<file path="config.mk">
export PLATFORM = sky130hd
export DESIGN_NAME = instr_fetch
export DESIGN_NICKNAME = d
export VERILOG_FILES = /design/src/rtl/instr_fetch_pkg.sv /design/src/rtl/instr_fetch_next_pc.sv /design/src/rtl/instr_fetch.sv
export SDC_FILE = /design/constraint.sdc
export NUM_CORES = 1
export LEC_CHECK = 0
export CAP_MARGIN = 25
export CORE_MARGIN = 3
export CORE_UTILIZATION = 25
export DETAILED_ROUTE_END_ITERATION = 12
export GPL_ROUTABILITY_DRIVEN = 1
export MAX_ROUTING_LAYER = met4
export SYNTH_ARGS = -nofsm -noshare
export SYNTH_HDL_FRONTEND = slang
export SYNTH_HIERARCHICAL = 1
export SYNTH_SLANG_ARGS = --single-unit
export TNS_END_PERCENT = 1
</file>
<file path="constraint.sdc">
create_clock -name clk -period 7.6 [get_ports clk]
set_input_delay 0.76 -clock clk [delete_from_list [all_inputs] [get_ports clk]]
set_output_delay 0.76 -clock clk [all_outputs]
set_load 0.01 [all_outputs]
</file>
<file path="src/rtl/instr_fetch_pkg.sv">
// Shared constants for the fetch stage and its neighbours: FSM encodings,
// reset/increment constants, ALU op/source codes and a branch-offset helper.
package instr_fetch_pkg;

  // Fetch FSM states
  typedef enum logic [1:0] {
    ST_FETCH = 2'd0,
    ST_WAIT  = 2'd1,
    ST_HOLD  = 2'd2
  } fetch_state_e;

  // Default PC after reset and the sequential word increment
  localparam logic [31:0] RESET_PC_DEFAULT = 32'h0000_0000;
  localparam logic [31:0] PC_INCR          = 32'd4;

  // ALU operation codes used by the control unit
  localparam logic [3:0] ALU_OP_ADD = 4'd0;
  localparam logic [3:0] ALU_OP_SUB = 4'd1;
  localparam logic [3:0] ALU_OP_AND = 4'd2;
  localparam logic [3:0] ALU_OP_OR  = 4'd3;
  localparam logic [3:0] ALU_OP_SLT = 4'd4;

  // ALU second-operand source codes
  localparam logic [1:0] ALU_SRC_REG  = 2'd0;
  localparam logic [1:0] ALU_SRC_IMM  = 2'd1;
  localparam logic [1:0] ALU_SRC_UIMM = 2'd2;

  // Sign-extend a 16-bit word offset and convert it to a byte offset
  function automatic logic [31:0] branch_offset(input logic [15:0] imm);
    return {{14{imm[15]}}, imm, 2'b00};
  endfunction

endpackage

</file>
<file path="src/rtl/instr_fetch_next_pc.sv">
// Combinational next-PC selection: jump beats taken branch beats pc+4.
module next_pc
  import instr_fetch_pkg::*;
(
  input  logic [31:0] pc,
  input  logic        is_jump,
  input  logic        is_branch,
  input  logic        branch_taken,
  input  logic [15:0] imm16,
  input  logic [25:0] addr26,
  output logic [31:0] npc
);

  logic [31:0] w_pc_plus4;
  logic [31:0] w_br_target;

  assign w_pc_plus4  = pc + PC_INCR;
  assign w_br_target = w_pc_plus4 + branch_offset(imm16);

  // Priority select of the redirect target
  always_comb begin
    npc = w_pc_plus4;
    if (is_jump) begin
      npc = {w_pc_plus4[31:28], addr26, 2'b00};
    end else if (is_branch && branch_taken) begin
      npc = w_br_target;
    end else begin
      npc = w_pc_plus4;
    end
  end

endmodule

</file>
<file path="src/rtl/instr_fetch.sv">
// Instruction fetch stage: requests a word at pc, holds it for decode until
// the downstream completes it, then advances pc (sequential or redirected).
module instr_fetch
  import instr_fetch_pkg::*;
#(
  parameter logic [31:0] RESET_PC = RESET_PC_DEFAULT
) (
  input  logic        clk,
  input  logic        reset,
  output logic        imem_req,
  output logic [31:0] imem_addr,
  input  logic        imem_ack,
  input  logic [31:0] imem_rdata,
  output logic [31:0] instruction,
  output logic [31:0] pc,
  output logic        instr_valid,
  input  logic        instr_ready,
  input  logic        is_jump,
  input  logic        is_branch,
  input  logic        branch_taken,
  input  logic [15:0] imm16,
  input  logic [25:0] addr26,
  output logic [31:0] retired
);

  // pc is kept word aligned even if RESET_PC is not
  localparam logic [31:0] RESET_PC_ALIGNED = {RESET_PC[31:2], 2'b00};

  fetch_state_e r_state;
  fetch_state_e w_state_nxt;
  logic         r_imem_req;
  logic         w_imem_req_nxt;
  logic [31:0]  r_instruction;
  logic [31:0]  w_instruction_nxt;
  logic         r_instr_valid;
  logic         w_instr_valid_nxt;
  logic [31:0]  r_pc;
  logic [31:0]  w_pc_nxt;
  logic [31:0]  r_retired;
  logic [31:0]  w_retired_nxt;
  logic [31:0]  w_npc;

  next_pc u_next_pc (
    .pc           (r_pc),
    .is_jump      (is_jump),
    .is_branch    (is_branch),
    .branch_taken (branch_taken),
    .imm16        (imm16),
    .addr26       (addr26),
    .npc          (w_npc)
  );

  // State and datapath registers, cleared asynchronously by reset
  always_ff @(posedge clk or posedge reset) begin
    if (reset) begin
      r_state       <= ST_FETCH;
      r_imem_req    <= 1'b0;
      r_instruction <= 32'h0000_0000;
      r_instr_valid <= 1'b0;
      r_pc          <= RESET_PC_ALIGNED;
      r_retired     <= 32'd0;
    end else begin
      r_state       <= w_state_nxt;
      r_imem_req    <= w_imem_req_nxt;
      r_instruction <= w_instruction_nxt;
      r_instr_valid <= w_instr_valid_nxt;
      r_pc          <= w_pc_nxt;
      r_retired     <= w_retired_nxt;
    end
  end

  // Next-state and next-register values; acks outside WAIT and ready
  // without a valid instruction fall through to the hold defaults
  always_comb begin
    w_state_nxt       = r_state;
    w_imem_req_nxt    = r_imem_req;
    w_instruction_nxt = r_instruction;
    w_instr_valid_nxt = r_instr_valid;
    w_pc_nxt          = r_pc;
    w_retired_nxt     = r_retired;
    case (r_state)
      ST_FETCH: begin
        w_imem_req_nxt = 1'b1;
        w_state_nxt    = ST_WAIT;
      end
      ST_WAIT: begin
        if (imem_ack) begin
          w_imem_req_nxt    = 1'b0;
          w_instruction_nxt = imem_rdata;
          w_instr_valid_nxt = 1'b1;
          w_state_nxt       = ST_HOLD;
        end else begin
          w_imem_req_nxt = 1'b1;
        end
      end
      ST_HOLD: begin
        if (instr_ready && r_instr_valid) begin
          w_instr_valid_nxt = 1'b0;
          w_pc_nxt          = {w_npc[31:2], 2'b00};
          w_retired_nxt     = r_retired + 32'd1;
          w_state_nxt       = ST_FETCH;
        end else begin
          w_state_nxt = ST_HOLD;
        end
      end
      default: begin
        w_imem_req_nxt    = 1'b0;
        w_instr_valid_nxt = 1'b0;
        w_state_nxt       = ST_FETCH;
      end
    endcase
  end

  assign imem_req    = r_imem_req;
  assign imem_addr   = r_pc;
  assign instruction = r_instruction;
  assign pc          = r_pc;
  assign instr_valid = r_instr_valid;
  assign retired     = r_retired;

endmodule

</file>
# Word-level counts from Yosys, hierarchy flattened
# Index checks and enable logic that the tools add are counted.
# W data, S select, Z words.
# op_classes
n_eq_ne	4
order_cmp	0
n_shift	0
mux	10
bitwise	1
add_sub_neg	3
div	0
n_mul	0
reduce_logical	6
# ops
op	n
$mux W32	2
$add A32 B1 Y32 const B	1
$add A32 B3 Y32 const B	1
$add A32 B32 Y32	1
$pmux W1 S3	2
$pmux W2 S3	1
$mux W2	2
$ne A2 B2 Y1 const B	2
$reduce_and A2 Y1	2
$mux W1	3
$reduce_and A3 Y1	1
$eq A2 B1 Y1 const B	1
$eq A2 B2 Y1 const B	1
$logic_and A1 B1 Y1	2
$logic_not A2 Y1	1
$not A1 Y1	1
# totals
ff_bits	98
input_bits	81
ram_bits	0
wordCells	30
rom_bits	0
latchBits	0
memories	0

# Longest topological paths before layout
# depth
word_depth	4
mapped_depth	16
ltp_nobuf	16

# Cells and area by module
# Netlist, hierarchy kept.
# by_module_without_submodules
module	cells_per_inst	instances	seq_area_each_um2	area_each_um2
instr_fetch	365	1	2452.4	4115.2
next_pc	441	1	0.0	2959.1

# Worst setup path before layout
# OpenSTA, ideal clock, no wires.
# synth_path
kind	reg-to-reg
startpoint	reg r_pc[4] (netlist: imem_addr[4])
endpoint	reg r_pc[29] (netlist: imem_addr[29])
t_required_ns	7.483
setup_ns	0.117
slack_ns	4.194
arrival_ns	3.289
path_buffers	1
stages_incl_launch_ff	17
cell_sequence	dfrtp_1 nand3_1 nor2_1 and2_1 nand4_1 xnor2_1 ha_1 buf_4 a21oi_1 o21ai_0 a2111oi_2 o21ai_2 a2111oi_4 o31a_1 nor3_2 nand2_1 nand2_1
# synth_between
elab_chain_len	4
# synth_lines
item	line	text
from (decl)	instr_fetch.sv:37	logic [31:0] r_pc;
from (signal assigned)	instr_fetch.sv:67	r_pc <= w_pc_nxt;
$add A32 B3 Y32 (*)	instr_fetch_next_pc.sv:17	assign w_pc_plus4 = pc + PC_INCR;
$add A32 B32 Y32	instr_fetch_next_pc.sv:18	assign w_br_target = w_pc_plus4 + branch_offset(imm16);
$mux W32	instr_fetch_next_pc.sv:25	end else if (is_branch && branch_taken) begin
$mux W32 (*)	instr_fetch_next_pc.sv:23	if (is_jump) begin
named net w_npc[29]	instr_fetch.sv:41	logic [31:0] w_npc;
# The timed path passes the listed nets; every way through them passes the cells marked *.
# A chain may end at the register's enable or synchronous reset.

# Final worst setup path
# Same ends and word-level chain as after synthesis.

==> flow_metrics.env <==
export IMPL_yosys_warnings=6
export IMPL_vias=6358
export IMPL_numClockSinks=98
export IMPL_cp_data_arrival_time_ns=4.27
export IMPL_cap_violations=0
export IMPL_die_area_sq_um=30300
export IMPL_critPathRequiredTime_ns=7.88
export IMPL_hold_viol_final=0
export IMPL_slew_viol_final=0
export IMPL_hold_ws_ns=0.466
export IMPL_clk_pin_slew_ns=0.07
export IMPL_hold_buffers=0
export IMPL_drtPass1Iterations=4
export IMPL_post_cts_buffers=0
export IMPL_grt_use_total=0.149
export IMPL_synthCells=804
export IMPL_nets=1092
export IMPL_clockRootBuffer="clkbuf_16"
export IMPL_power_density_nw_per_um2=330
export IMPL_r2r_cells=15
export IMPL_grt_max_degree=52
export IMPL_path_class="flip-flop to flip-flop"
export IMPL_power_total_uw=3170
export IMPL_cp_max_fo=8
export IMPL_vdd_ir_drop_max_uv=171
export IMPL_tightest_slew_ns=0.935
export IMPL_die_height_microns=174
export IMPL_totalWireLength_microns=22500
export IMPL_tns_ns=0
export IMPL_start_util=0.258
export IMPL_synth_area_sq_um=7060
export IMPL_min_path_type="flip-flop to flip-flop"
export IMPL_h_tree_depth=3
export IMPL_drtIter0Drc=245
export IMPL_dp_hpwl_microns=17800
export IMPL_finalCritPeriodShare=0.524
export IMPL_period_needed_ns=3.98
export IMPL_clockBufferDepth=2
export IMPL_rsz0062_at_grt="no"
export IMPL_drive_above_1_share=0.0798
export IMPL_status="complete, no violations"
export IMPL_antenna_found_initial=0
export IMPL_worstHoldStart="retired[31]$_DFFE_PP0P_"
export IMPL_final_antenna_net_count=0
export IMPL_core_sq_um=27300
export IMPL_setup_viol=0
export IMPL_io_buffer_count=206
export IMPL_relSlewSlack=0.375
export IMPL_io_pins=211
export IMPL_placementRows=60
export IMPL_cts_resized=0
export IMPL_max_freq_ghz=0.251
export IMPL_r2r_end="imem_addr[29]$_DFFE_PP0P_"
export IMPL_cp_start_kind="flip-flop"
export IMPL_place_congestion=0.952
export IMPL_gr_total_overflow=0
export IMPL_grt_pass1_wl_microns=35000
export IMPL_rrSetupSlack_ns=3.62
export IMPL_clock_latency_ns=0.35
export IMPL_avgSynthCellArea_sq_um=8.78
export IMPL_area_growth_pct=36.1
export IMPL_skew_ns=0.00827
export IMPL_hold_end="retired[31]$_DFFE_PP0P_"
export IMPL_diodes=0
export IMPL_p_leak_uw=0.00412
export IMPL_fp_dieW_microns=174
export IMPL_avgViaCountPerCell=4.71
export IMPL_cts_tree="built"
export IMPL_cts_buffers=9
export IMPL_end_kind="flip-flop"
export IMPL_first_global_vias=6353
export IMPL_detail_route_wl_per_cell_microns=16.7
export IMPL_final_cell_mix="clkdlybuf4s50_1, nand2_1, dfrtp_1"
export IMPL_layout_commonest_cell="clkdlybuf4s50_1"
export IMPL_r2r_start="imem_addr[4]$_DFFE_PP0P_"
export IMPL_whs_path_depth=1
export IMPL_drc=0
[through the flow]
stage,instances,util,setup slack (ns),area [sq um]
CTS,1349,0.352,3.63,9610
floorplan,807,-,4.19,7070
finish,1349,0.352,3.62,9610
global route,1349,0.352,3.19,9610
detailed placement,1333,0.340,3.46,9290
global placement,1333,0.340,3.58,9290
[registers in the layout (all words and copies together) (netlist names)]
signal	count
retired	32
imem_req	1
instr_valid	1
r_state	2
instruction	32
imem_addr	30
[layer usage]
layer | up-vias | global-route usage | part of all wire
met5 | - | - | 0
met4 | 0 | 0.0352 | 0.012
met3 | 18 | 0.0229 | 0.045
met2 | 178 | 0.248 | 0.50
met1 | 3019 | 0.190 | 0.45
li1 | 3143 | - | -
[final cells by class]
type | instances | area [sq um]
flip-flops and latches | 98 | 2450
multi-input cells | 633 | 4190
clock inverters | 7 | 95.1
fillers | 2817 | 17700
repair buffers | 214 | 2120
clock buffers | 9 | 225
inverters | 16 | 62.6
well taps | 372 | 465
[report_power, final]
part / total (uW) / internal (uW) / switching (uW)
combinational: 1800 / 909 / 887
sequential: 893 / 689 / 204
clock: 483 / 266 / 217
[how the worst max path moves through the flow]
stage,from,endpoint
floorplan,imem_addr[4]$_DFFE_PP0P_,imem_addr[29]$_DFFE_PP0P_
global placement,imm16[15],imem_addr[29]$_DFFE_PP0P_
detailed placement,imm16[15],imem_addr[29]$_DFFE_PP0P_
CTS,imem_addr[4]$_DFFE_PP0P_,imem_addr[29]$_DFFE_PP0P_
global route,imem_addr[4]$_DFFE_PP0P_,imem_addr[29]$_DFFE_PP0P_
finish,imem_addr[4]$_DFFE_PP0P_,imem_addr[29]$_DFFE_PP0P_
[critical path: stages (launching register included)]
cell       delay, ns
dfrtp_1         0.47
nand3_1         0.23
nor2_1          0.36
and2_1          0.25
nand4_1         0.13
xnor2_1         0.31
ha_1            0.38
a21oi_1         0.26
o21ai_0         0.20
a2111oi_2       0.40
o21ai_2         0.17
a2111oi_4       0.34
nor4_1          0.11
nor3_2          0.15
nand2_1         0.06
nand2_1         0.07
(Power assumes the default switching activity.)
